[src/rtl/mc_ctrl_pkg.sv]
// mc_ctrl_pkg: shared state codes, ALU operation codes and MIPS Op/Funct constants
package mc_ctrl_pkg;

    typedef enum logic [3:0] {
        S_FETCH  = 4'd0,
        S_DECODE = 4'd1,
        S_MEMADR = 4'd2,
        S_MEMRD  = 4'd3,
        S_MEMWB  = 4'd4,
        S_MEMWR  = 4'd5,
        S_REXEC  = 4'd6,
        S_RWB    = 4'd7,
        S_IEXEC  = 4'd8,
        S_IWB    = 4'd9,
        S_BRANCH = 4'd10,
        S_JUMP   = 4'd12
    } state_t;

    localparam logic [3:0] ALU_NOP  = 4'd0;
    localparam logic [3:0] ALU_ADD  = 4'd1;
    localparam logic [3:0] ALU_SUB  = 4'd2;
    localparam logic [3:0] ALU_AND  = 4'd3;
    localparam logic [3:0] ALU_OR   = 4'd4;
    localparam logic [3:0] ALU_NOR  = 4'd5;
    localparam logic [3:0] ALU_XOR  = 4'd6;
    localparam logic [3:0] ALU_SLT  = 4'd7;
    localparam logic [3:0] ALU_SLTU = 4'd8;
    localparam logic [3:0] ALU_SLL  = 4'd9;
    localparam logic [3:0] ALU_SRL  = 4'd10;
    localparam logic [3:0] ALU_SRA  = 4'd11;
    localparam logic [3:0] ALU_LUI  = 4'd12;

    localparam logic [5:0] OP_RTYPE = 6'h00;
    localparam logic [5:0] OP_J     = 6'h02;
    localparam logic [5:0] OP_BEQ   = 6'h04;
    localparam logic [5:0] OP_BNE   = 6'h05;
    localparam logic [5:0] OP_ADDI  = 6'h08;
    localparam logic [5:0] OP_ADDIU = 6'h09;
    localparam logic [5:0] OP_SLTI  = 6'h0A;
    localparam logic [5:0] OP_ANDI  = 6'h0C;
    localparam logic [5:0] OP_ORI   = 6'h0D;
    localparam logic [5:0] OP_XORI  = 6'h0E;
    localparam logic [5:0] OP_LUI   = 6'h0F;
    localparam logic [5:0] OP_LW    = 6'h23;
    localparam logic [5:0] OP_SW    = 6'h2B;

    localparam logic [5:0] FN_SLL  = 6'h00;
    localparam logic [5:0] FN_SRL  = 6'h02;
    localparam logic [5:0] FN_SRA  = 6'h03;
    localparam logic [5:0] FN_ADD  = 6'h20;
    localparam logic [5:0] FN_ADDU = 6'h21;
    localparam logic [5:0] FN_SUB  = 6'h22;
    localparam logic [5:0] FN_SUBU = 6'h23;
    localparam logic [5:0] FN_AND  = 6'h24;
    localparam logic [5:0] FN_OR   = 6'h25;
    localparam logic [5:0] FN_XOR  = 6'h26;
    localparam logic [5:0] FN_NOR  = 6'h27;
    localparam logic [5:0] FN_SLT  = 6'h2A;
    localparam logic [5:0] FN_SLTU = 6'h2B;

endpackage

[src/rtl/mc_ctrl_alu_dec.sv]
// mc_ctrl_alu_dec: combinational Op/Funct decoder giving ALU op, extension mode, shift flag and legality
module mc_ctrl_alu_dec
    import mc_ctrl_pkg::*;
(
    input  logic [5:0] Op,
    input  logic [5:0] Funct,
    output logic [3:0] aluop,
    output logic       extop,
    output logic       is_shift,
    output logic       legal
);

    always_comb begin
        aluop    = ALU_NOP;
        extop    = 1'b0;
        is_shift = 1'b0;
        legal    = 1'b1;
        case (Op)
            OP_RTYPE: case (Funct)
                FN_ADD, FN_ADDU: aluop = ALU_ADD;
                FN_SUB, FN_SUBU: aluop = ALU_SUB;
                FN_AND:          aluop = ALU_AND;
                FN_OR:           aluop = ALU_OR;
                FN_XOR:          aluop = ALU_XOR;
                FN_NOR:          aluop = ALU_NOR;
                FN_SLT:          aluop = ALU_SLT;
                FN_SLTU:         aluop = ALU_SLTU;
                FN_SLL: begin aluop = ALU_SLL; is_shift = 1'b1; end
                FN_SRL: begin aluop = ALU_SRL; is_shift = 1'b1; end
                FN_SRA: begin aluop = ALU_SRA; is_shift = 1'b1; end
                default:         legal = 1'b0;
            endcase
            OP_ADDI, OP_ADDIU, OP_LW, OP_SW: begin aluop = ALU_ADD; extop = 1'b1; end
            OP_SLTI:          begin aluop = ALU_SLT; extop = 1'b1; end
            OP_BEQ, OP_BNE:   begin aluop = ALU_SUB; extop = 1'b1; end
            OP_ANDI:          aluop = ALU_AND;
            OP_ORI:           aluop = ALU_OR;
            OP_XORI:          aluop = ALU_XOR;
            OP_LUI:           aluop = ALU_LUI;
            OP_J:             aluop = ALU_NOP;
            default:          legal = 1'b0;
        endcase
    end

endmodule

[src/rtl/mc_ctrl.sv]
// mc_ctrl: multicycle MIPS control FSM sequencing fetch/decode/execute/memory/writeback
module mc_ctrl
    import mc_ctrl_pkg::*;
(
    input  logic       clk,
    input  logic       rstn,
    input  logic [5:0] Op,
    input  logic [5:0] Funct,
    input  logic       Zero,
    output logic       PCWrite,
    output logic       IRWrite,
    output logic       IorD,
    output logic       MemRead,
    output logic       MemWrite,
    output logic       RegWrite,
    output logic [1:0] RegDst,
    output logic [1:0] WDSel,
    output logic [1:0] ALUSrcA,
    output logic [1:0] ALUSrcB,
    output logic       EXTOp,
    output logic [1:0] PCSource,
    output logic [3:0] ALUOp,
    output logic       Illegal,
    output logic [3:0] State
);

    state_t     state, state_nx;
    logic [3:0] dec_aluop;
    logic       dec_ext, dec_shift, dec_legal;

    mc_ctrl_alu_dec alu_dec (
        .Op       (Op),
        .Funct    (Funct),
        .aluop    (dec_aluop),
        .extop    (dec_ext),
        .is_shift (dec_shift),
        .legal    (dec_legal)
    );

    always_ff @(posedge clk or negedge rstn)
        if (!rstn) state <= S_FETCH;
        else       state <= state_nx;

    assign State = state;

    always_comb begin
        state_nx = S_FETCH;
        PCWrite  = 1'b0;
        IRWrite  = 1'b0;
        IorD     = 1'b0;
        MemRead  = 1'b0;
        MemWrite = 1'b0;
        RegWrite = 1'b0;
        RegDst   = 2'd0;
        WDSel    = 2'd0;
        ALUSrcA  = 2'd0;
        ALUSrcB  = 2'd0;
        EXTOp    = 1'b0;
        PCSource = 2'd0;
        ALUOp    = ALU_NOP;
        Illegal  = 1'b0;
        case (state)
            S_FETCH: begin
                MemRead  = 1'b1;
                IRWrite  = 1'b1;
                PCWrite  = 1'b1;
                ALUSrcB  = 2'd1;
                ALUOp    = ALU_ADD;
                state_nx = S_DECODE;
            end
            S_DECODE: begin
                ALUSrcB  = 2'd3;
                EXTOp    = 1'b1;
                ALUOp    = ALU_ADD;
                Illegal  = ~dec_legal;
                state_nx = !dec_legal                  ? S_FETCH  :
                           (Op == OP_LW || Op == OP_SW)  ? S_MEMADR :
                           (Op == OP_RTYPE)              ? S_REXEC  :
                           (Op == OP_BEQ || Op == OP_BNE) ? S_BRANCH :
                           (Op == OP_J)                  ? S_JUMP   : S_IEXEC;
            end
            S_MEMADR: begin
                ALUSrcA  = 2'd1;
                ALUSrcB  = 2'd2;
                EXTOp    = 1'b1;
                ALUOp    = ALU_ADD;
                state_nx = (Op == OP_LW) ? S_MEMRD : S_MEMWR;
            end
            S_MEMRD: begin
                MemRead  = 1'b1;
                IorD     = 1'b1;
                state_nx = S_MEMWB;
            end
            S_MEMWB: begin
                RegWrite = 1'b1;
                WDSel    = 2'd1;
            end
            S_MEMWR: begin
                MemWrite = 1'b1;
                IorD     = 1'b1;
            end
            S_REXEC: begin
                ALUSrcA  = dec_shift ? 2'd2 : 2'd1;
                ALUOp    = dec_aluop;
                state_nx = S_RWB;
            end
            S_RWB: begin
                RegWrite = 1'b1;
                RegDst   = 2'd1;
            end
            S_IEXEC: begin
                ALUSrcA  = 2'd1;
                ALUSrcB  = 2'd2;
                EXTOp    = dec_ext;
                ALUOp    = dec_aluop;
                state_nx = S_IWB;
            end
            S_IWB: RegWrite = 1'b1;
            S_BRANCH: begin
                ALUSrcA  = 2'd1;
                ALUOp    = ALU_SUB;
                PCSource = 2'd1;
                PCWrite  = (Op == OP_BNE) ? ~Zero : Zero;
            end
            S_JUMP: begin
                PCWrite  = 1'b1;
                PCSource = 2'd2;
            end
            default: state_nx = S_FETCH;
        endcase
    end

endmodule

[config.mk]
export PLATFORM = sky130hd
export DESIGN_NAME = mc_ctrl
export DESIGN_NICKNAME = d
export VERILOG_FILES = /design/src/rtl/mc_ctrl_pkg.sv /design/src/rtl/mc_ctrl_alu_dec.sv /design/src/rtl/mc_ctrl.sv
export SDC_FILE = /design/constraint.sdc
export NUM_CORES = 1
export LEC_CHECK = 0
export CAP_MARGIN = 15
export CELL_PAD_IN_SITES_DETAIL_PLACEMENT = 1
export CELL_PAD_IN_SITES_GLOBAL_PLACEMENT = 1
export CORE_ASPECT_RATIO = 0.6
export CORE_MARGIN = 8
export CORE_UTILIZATION = 31
export CTS_CLUSTER_SIZE = 24
export DETAILED_ROUTE_END_ITERATION = 7
export PLACE_DENSITY_LB_ADDON = 0.1
export SETUP_SLACK_MARGIN = 0.15
export SLEW_MARGIN = 20
export SYNTH_ARGS = -nofsm -noshare
export SYNTH_HDL_FRONTEND = slang
export SYNTH_SLANG_ARGS = --single-unit
[constraint.sdc]
create_clock -name clk -period 3.7 [get_ports clk]
set_input_delay 0.74 -clock clk [delete_from_list [all_inputs] [get_ports clk]]
set_output_delay 0.74 -clock clk [all_outputs]
set_load 0.005 [all_outputs]
==> Word-level counts from Yosys, hierarchy flattened <==
Index checks and enable logic that the tools add are counted.
{ "op_classes": {"add_sub_neg": 0, "multipliers": 0, "div": 0, "order_cmp": 0, "eq_ne": 35, "shift": 0, "muxes": 30, "bitwise": 2, "n_reduce_logical": 22} }
{ "ops": {"columns": ["operator", "n"], "rows": [
  ["6-bit == test, second input constant", 12],
  ["4-bit case mux with 11 select lines", 1],
  ["6-bit by 4-bit == test with 1-bit output, second input constant", 7],
  ["4-bit case mux with 8 select lines", 1],
  ["4-bit case mux with 6 select lines", 1],
  ["6-bit by 2-bit == test with 1-bit output, second input constant", 3],
  ["2-bit OR reduction", 9],
  ["4-bit by 3-bit == test with 1-bit output, second input constant", 4],
  ["4-bit == test, second input constant", 4],
  ["1-bit 2-to-1 mux", 13],
  ["13-bit OR reduction", 1],
  ["6-bit by 3-bit == test with 1-bit output, second input constant", 2],
  ["6-bit logical NOT", 2],
  ["4-bit 2-to-1 mux", 3],
  ["4-bit case mux with 3 select lines", 1],
  ["12-bit OR reduction", 1],
  ["3-bit OR reduction", 4],
  ["3-bit 2-to-1 mux", 3],
  ["4-bit by 2-bit == test with 1-bit output, second input constant", 2],
  ["2-bit case mux with 2 select lines", 2],
  ["7-bit OR reduction", 1],
  ["1-bit case mux with 2 select lines", 3],
  ["2-bit case mux with 3 select lines", 1],
  ["4-bit by 1-bit == test with 1-bit output, second input constant", 1],
  ["other kinds (5)", 7]
]} }
{ "word_totals": {"regBits": 4, "latch_bits": 0, "ramBits": 0, "mem_bits_ro": 0, "inputBits": 15, "output_inout_bits": 26, "word_cells": 90, "n_memories": 0} }

==> Depth between registers and ports, before layout <==
Gate-level depths: netlist of run 1.
{ "depth": {"ltp_word": 7, "mapped_depth": 7} }

==> By module <==
A second synthesis of run 1 with hierarchy kept.
{ "unflattened": {"cells_unflattened": 143, "area_unflattened_um2": 980.9} }
{ "modules_own_cells": {"columns": ["mod", "instances", "cells_each", "area_each_um2", "seq_area_each_um2"], "rows": [
  ["mc_ctrl", 1, 81, 550.5, 100.1],
  ["mc_ctrl_alu_dec", 1, 62, 430.4, 0.0]
]} }

==> Worst setup path after synthesis of run 1 <==
OpenSTA, ideal clock, no wires.
{ "synth_path": {"path_type": "input -> output", "start": "in Op[4]", "end": "out ALUSrcA[1]", "arrival_time_ns": 1.917, "slack_ns": 1.043, "path_stages": 5, "path_buffers": 1, "path_cell_list": "clkbuf_1 or2_2 a2111oi_2 inv_1 nor3_1"} }
{ "synth_between": {"elab_chain_len": 4} }
{ "synth_rtl": {"columns": ["element", "line", "source"], "rows": [
  ["start: declaration", "mc_ctrl.sv:7", "input logic [5:0] Op,"],
  ["6-bit logical NOT", "mc_ctrl_alu_dec.sv:18", "case (Op)"],
  ["1-bit 2-to-1 mux", "mc_ctrl_alu_dec.sv:18", null],
  ["2-bit 2-to-1 mux", "mc_ctrl.sv:103", "ALUSrcA = dec_shift ? 2'd2 : 2'd1;"],
  ["2-bit case mux with 2 select lines", "mc_ctrl.sv:62", "case (state)"],
  ["end: declaration", "mc_ctrl.sv:18", "output logic [1:0] ALUSrcA,"]
]} }
Every way passes these cells.

==> Final worst setup path of run 1 <==
{ "layout_path": {"start": "in Op[0]", "end": "out ALUOp[1]"} }
{ "layout_between": {"elab_chain_len": 4, "elab_cells_between_ends": 16, "classes_between": "11 x eq/ne; 2 x mux; 3 x reduce/logical"} }
{ "layout_rtl": {"columns": ["element", "line", "source"], "rows": [
  ["6-bit == test (tied with other cells)", "mc_ctrl_alu_dec.sv:18", null],
  ["4-bit OR reduction / 2-bit OR reduction (equally long branches)", "mc_ctrl_alu_dec.sv:18", null],
  ["4-bit case mux with 8 select lines *", "mc_ctrl_alu_dec.sv:18", null],
  ["4-bit case mux with 3 select lines *", "mc_ctrl.sv:62", null],
  ["end: declaration", "mc_ctrl.sv:22", "output logic [3:0] ALUOp,"]
]} }
Mark *: on every way between the ends. The rest lies on a longest branch, timed or not.

==> impl_metrics.csv, run 1 <==
group,metric,value,unit
clocking,clk_pin_slew,0.03,ns
clocking,h-tree-depth,1,
clocking,clk_path_buf_depth,2,
sta,hold_viol,0,
power,intPower,323,µW
power,clockPowerShare,0.169,
logic_synthesis,synth_compound_area_frac,0.311,
layout,n_fill_cell,408,
logic_synthesis,yosys_warnings,0,
layout,layout.nets,219,
floorplanning,ios,41,
critical_path,critPathLaunchType,"primary input",
logic_synthesis,synthAdderAreaFrac,0.00990,
floorplanning,dieHeight,60.2,µm
drt,wl_per_cell,18.1,µm
layout,regArea,100,µm²
sta,final_max_slew_viol_count,0,
drt,drt_first_iter_violations,56,
critical_path,critPathKind,"primary input to output pin",
floorplanning,core-area,0.00318,mm²
logic_synthesis,synth-xor-area-share,0.0520,
grt,antenna_found_initial,0,
power,p_switching,213,µW
sta,fin_setup_tns,0,ns
logic_synthesis,synth.ff_latch_count,4,
hold_path,min_path_type,"flop to flop",
logic_synthesis,synth_top_family_by_area,"simple AND/OR/NAND/NOR gates",
sta,layout_setup_ws,0.191,ns
logic_synthesis,syn-cell-area,0.00101,mm²
drt,wirelength,4480,µm
placed_design,dp_hpwl,3480,µm
drt,ant_nets,0,
sta,relSlewSlack,0.626,
grt,gr-total-overflow,0,
sta,rsz0062_at_grt,"yes",
clocking,clk_latency,0.21,ns
layout,multi_input_area,868,µm²
layout,antennaDiodeCount,0,
logic_synthesis,synth-simple-area-share,0.418,
sta,fin_crit,3.51,ns
power,cellPowerDensity,325,mW/mm²
power,ir_drop,0.280,mV
power,combPwrFrac,0.690,
power,seqPwrFrac,0.142,
logic_synthesis,synth_flop_cell,"dfrtp_1",
floorplanning,std_cell_rows,16,
drt,num_vias,1345,
grt,grt_pass1_wl,7200,µm
sta,skew,0.00237,ns
grt,grt_pass1_vias,1381,
sta,finalSetupViolations,0,
logic_synthesis,avgSynthCellArea,6.44,µm²
clocking,cts_buffers,3,
grt,track_usage,0.162,
logic_synthesis,netlist_instances,157,
critical_path,cp_data_required_time,2.96,ns
layout,largest_register_ffs,4,
layout,drive_gt1_frac,0.223,
layout,area_growth,62.9,%
placed_design,dp_slack,0.0152,ns
sta,fmax,0.285,GHz
floorplanning,die-width,89.7,µm
power,p_sw_frac,0.397,
job,drv_cap,0,
clocking,cts_tree,"done",
grt,grt_max_degree,21,
drt,drc,0,
power,p_leak,0.645,nW
sta,finalCritPeriodShare,0.948,
critical_path,cp-end-kind,"output pin",
sta,tightest_slew,0.557,ns
status,status,"finished clean",
clocking,cts_hold_buffers,0,
critical_path,path_max_fanout,5,
drt,drtPass1Iterations,4,
clocking,cts_sinks,4,
floorplanning,initial_utilization,0.318,
logic_synthesis,ys_types,49,
drt,vias_per_cell,5.45,
placed_design,io_buffers,38,
critical_path,critical_path_arrival,2.77,ns
logic_synthesis,seq_area_frac_synth,0.0990,
clocking,clockRootBuffer,"clkbuf_8",
logic_synthesis,synth-edff-count,0,
logic_synthesis,async_flop_share,1.00,
logic_synthesis,synth_mux_area_frac,0,
placed_design,finalWeightedCongestion,0.838,
floorplanning,die_area,0.00540,mm²
==> final cells by class <==
class,count,area share
multi-input cells,130,0.527
inverters,4,0.00912
flip-flops and latches,4,0.0608
clock buffers,3,0.0251
well taps,45,0.0342
repair buffers,61,0.343
==> metrics by stage <==
stage | utilization | hold WS, ns | power, mW | instance area [µm²] | std cells
5_1_grt | 0.517 | 0.715 | 0.574 | 1650 | 247
4_1_cts | 0.502 | 0.684 | 0.537 | 1600 | 246
6_report | 0.517 | 0.689 | 0.535 | 1650 | 247
3_5_place_dp | 0.479 | 0.679 | 0.443 | 1520 | 243
2_1_floorplan | - | 0.444 | 0.247 | 1010 | 158
3_3_place_gp | 0.479 | 0.664 | 0.428 | 1520 | 243
==> power by group through the flow <==
stage / sequential [mW] / combinational [mW] / clock, mW
after floorplan: 0.0629 / 0.184 / 0
after global placement: 0.0751 / 0.353 / 0
after detailed placement: 0.0763 / 0.367 / 0
after CTS: 0.0758 / 0.369 / 0.0920
after global routing: 0.0795 / 0.402 / 0.0928
final: 0.0759 / 0.369 / 0.0902
==> final timing paths <==
| kind | from | to | cells past startpoint | slack (ns) |
|---|---|---|---|---|
| min in group asynchronous | rstn | State[1]$_DFF_PN0_ | 1 | 0.73 |
| worst max register to register | State[0]$_DFF_PN0_ | State[2]$_DFF_PN0_ | 4 | 1.87 |
| max in group asynchronous | rstn | State[2]$_DFF_PN0_ | 1 | 2.81 |
| worst min-delay path | State[1]$_DFF_PN0_ | State[0]$_DFF_PN0_ | 2 | 0.69 |
| worst min register to register | State[1]$_DFF_PN0_ | State[0]$_DFF_PN0_ | 2 | 0.69 |
| worst max-delay path | Op[0] | ALUOp[1] | 7 | 0.19 |
==> cell usage after synthesis, types with 2 or more instances <==
cell	count	area share
o21ai_0	9	0.045
and3_1	2	0.012
o21a_1	3	0.022
nand3b_1	2	0.015
nand2_1	13	0.048
a211oi_1	2	0.015
buf_4	2	0.015
o31ai_1	2	0.015
or3_1	2	0.012
a221oi_1	2	0.017
inv_1	4	0.015
nand3_1	2	0.0099
nor4_1	5	0.031
clkbuf_1	14	0.052
a21oi_1	4	0.020
nor2_1	20	0.074
a31oi_1	2	0.012
nor3_1	11	0.054
nand2b_1	10	0.062
nor2b_1	3	0.019
nand4b_1	3	0.026
a2111oi_2	2	0.030
buf_2	2	0.0099
dfrtp_1	4	0.099
o21bai_1	2	0.015
xnor2_1	6	0.052
or2_2	2	0.012
==> cells in the final DEF, fill, tap and decap left out, drive strengths merged, types with 3 or more instances in the layout <==
cell | netlist | layout
dfrtp | 4 | 4
nor2 | 20 | 20
a21oi | 4 | 4
o21ai | 10 | 10
xnor2 | 6 | 6
dlymetal6s2s | 0 | 6
nand2 | 13 | 13
buf | 6 | 23
inv | 4 | 4
nand4b | 3 | 3
a211oi | 3 | 3
nand2b | 10 | 10
nor3 | 11 | 11
o21a | 3 | 3
dlygate4sd2 | 0 | 5
nor2b | 3 | 3
clkdlybuf4s50 | 0 | 27
nor4 | 5 | 5
clkbuf | 14 | 3
==> logic make-up after synthesis <==
group	Yosys count
and+or+nand+nor	80
AOI/OAI and AO/OA	41
buffers and inverters	24
xor gates and xnor gates	6
DFF	4
adders and majority gates	1
other	1
==> per-layer routing <==
layer,track usage,wire [µm],up-vias,part of all wire
li1,-,-,658,-
met1,0.224,2270,656,0.51
met2,0.256,2010,29,0.45
met3,0.0238,186,2,0.042
met4,0.0430,14,0,0.0031
met5,0,0,-,0
==> worst max-delay path: stages <==
cell and delay, ns:
clkdlybuf4s50_1 0.59, nand4b_1 0.22, o21ai_2 0.11, o21ai_2 0.11
nor4_1 0.31, or3_1 0.18, clkdlybuf4s50_1 0.51
==> what timing repair did <==
item,CTS,global route
resized for setup,11,14
hold endpoints to repair,0,0
pin swaps,0,4
buffers inserted,0,1
cloned,0,0
setup endpoints to repair,6,5
Note: power is estimated with default switching activity, not from simulation.
==> run 2, diff against run 1 <==
- HOLD_SLACK_MARGIN: default -> 0.15
- REMOVE_ABC_BUFFERS: default -> 1
==> impl_metrics.csv, run 2 (synthesized netlist as in run 1, its figures left out) <==
group,metric,value,unit
grt,grt_pass1_wl,6930,µm
clocking,clk_latency,0.22,ns
floorplanning,initial_utilization,0.318,
grt,track_usage,0.157,
grt,grt_use_met3,0.0276,
grt,grt_use_met2,0.266,
floorplanning,std_cell_rows,16,
grt,grt_max_degree,21,
sta,relSlewSlack,0.644,
power,seqPwrFrac,0.144,
placed_design,finalWeightedCongestion,0.877,
sta,finalSetupViolations,0,
sta,fin_crit,3.50,ns
power,combPwrFrac,0.678,
grt,antenna_found_initial,0,
floorplanning,core-area,0.00318,mm²
clocking,cts_sinks,4,
power,p_total,525,µW
power,intPower,319,µW
critical_path,critPathLaunchType,"primary input",
grt,globalRouteMet1Util,0.199,
hold_path,min_path_type,"flop to flop",
power,ir_drop,0.320,mV
hold_path,hold_path_depth,2,
critical_path,critical_path_arrival,2.76,ns
clocking,cts_hold_buffers,0,
power,clockPowerShare,0.178,
layout,final_common_cell,"clkdlybuf4s50_1",
drt,wl_per_cell,17.6,µm
critical_path,critPathKind,"primary input to output pin",
clocking,clk_path_buf_depth,2,
floorplanning,die_area,0.00540,mm²
floorplanning,ios,41,
power,p_leak,0.594,nW
power,p_sw_frac,0.392,
drt,vias_per_cell,5.38,
sta,fmax,0.286,GHz
sta,final_max_slew_viol_count,0,
sta,fin_setup_tns,0,ns
drt,ant_nets,0,
critical_path,path_max_fanout,13,
drt,wirelength,4320,µm
drt,drc,0,
hold_path,holdPathEnd,"State[0]$_DFF_PN0_",
clocking,h-tree-depth,1,
layout,antennaDiodeCount,0,
power,cellPowerDensity,325,mW/mm²
clocking,cts_buffers,3,
drt,num_vias,1317,
grt,grt_pass1_vias,1403,
layout,n_fill_cell,405,
sta,tightest_slew,0.529,ns
drt,drt_first_iter_violations,58,
critical_path,regToRegStartpoint,"State[0]$_DFF_PN0_",
placed_design,dp_hpwl,3410,µm
layout,final_cell_mix,"clkdlybuf4s50_1, buf_4, nor2_1, nand2_1",
placed_design,io_buffers,38,
clocking,cts_tree,"done",
critical_path,cp-end-kind,"output pin",
critical_path,r2r_slack,1.91,ns
drt,drtPass1Iterations,4,
layout,layout.nets,217,
floorplanning,dieHeight,60.2,µm
status,status,"finished clean",
sta,hold_viol,0,
grt,busiest_layer,"met2",
sta,skew,0.00232,ns
job,drv_cap,0,
sta,hold_slack,0.705,ns
layout,area_growth,59.9,%
floorplanning,die-width,89.7,µm
critical_path,worstReg2RegEnd,"State[2]$_DFF_PN0_",
power,p_switching,206,µW
hold_path,min_from,"State[1]$_DFF_PN0_",
critical_path,cp_data_required_time,2.96,ns
grt,gr-total-overflow,0,
clocking,clk_pin_slew,0.03,ns
critical_path,reg2reg_depth,4,
sta,rsz0062_at_grt,"yes",
sta,finalCritPeriodShare,0.946,
layout,drive_gt1_frac,0.210,
clocking,clockRootBuffer,"clkbuf_8",
layout,largest_register_ffs,4,
==> run 2: cell types whose count changed in the layout (fill, tap and decap cells not counted), moves of 2 or more <==
| cell | delta |
|---|---|
| nor4_1 | -2 |
| buf_4 | -2 |
| nor4_2 | +2 |
| dlymetal6s2s_1 | -5 |
| dlygate4sd2_1 | +5 |
==> run 2: layout make-up <==
class	instances	area (µm²)	area share
Clock buffer	3	41.3	0.0255
Inverter	4	15.0	0.00929
Sequential cell	4	100	0.0619
Tap cell	45	56.3	0.0348
Timing Repair Buffer	59	532	0.329
Multi-Input combinational cell	130	872	0.539
==> run 2: worst max path at each step <==
stage	slack (ns)	to	start
6_report	0.20	ALUOp[1]	Op[5]
3_5_place_dp	0.02	ALUOp[2]	Op[3]
3_3_place_gp	0.06	ALUOp[1]	Op[0]
5_1_grt	0.05	ALUOp[1]	Op[5]
4_1_cts	0.14	ALUOp[1]	Op[5]
2_1_floorplan	1.20	ALUOp[1]	State[3]$_DFF_PN0_
==> run 2: per-stage QoR <==
stage	setup WS [ns]	std cells	instance area, µm²	utilization
global placement	0.0628	239	1490	0.469
global route	0.0482	245	1620	0.508
finish	0.201	245	1620	0.508
floorplan	1.20	138	922	-
detailed placement	0.0159	239	1490	0.469
CTS	0.138	243	1580	0.495
==> run 2: critical path, stage by stage <==
cell	delay, ns
clkdlybuf4s50_1	0.43
buf_6	0.17
nand4b_1	0.17
o21ai_2	0.08
o21ai_2	0.26
nor4_2	0.09
or3_1	0.36
clkdlybuf4s50_1	0.45
==> run 2: routing by layer <==
layer  vias to the layer above  share of wire
met3                         4          0.045
li1                        649              -
met5                         -              0
met4                         0         0.0093
met1                       631           0.49
met2                        33           0.46
==> run 2: power by group through the flow <==
stage | logic [mW] | registers (mW) | clock network [mW]
2_1_floorplan | 0.139 | 0.0840 | 0
3_3_place_gp | 0.348 | 0.0756 | 0
3_5_place_dp | 0.358 | 0.0772 | 0
4_1_cts | 0.358 | 0.0755 | 0.0960
5_1_grt | 0.388 | 0.0781 | 0.0972
6_report | 0.356 | 0.0754 | 0.0935
==> run 2: timing repair <==
item,in CTS,in global routing
endpoints found under the setup margin,6,5
pin swaps,2,1
buffers inserted,1,2
gates resized for setup,17,7
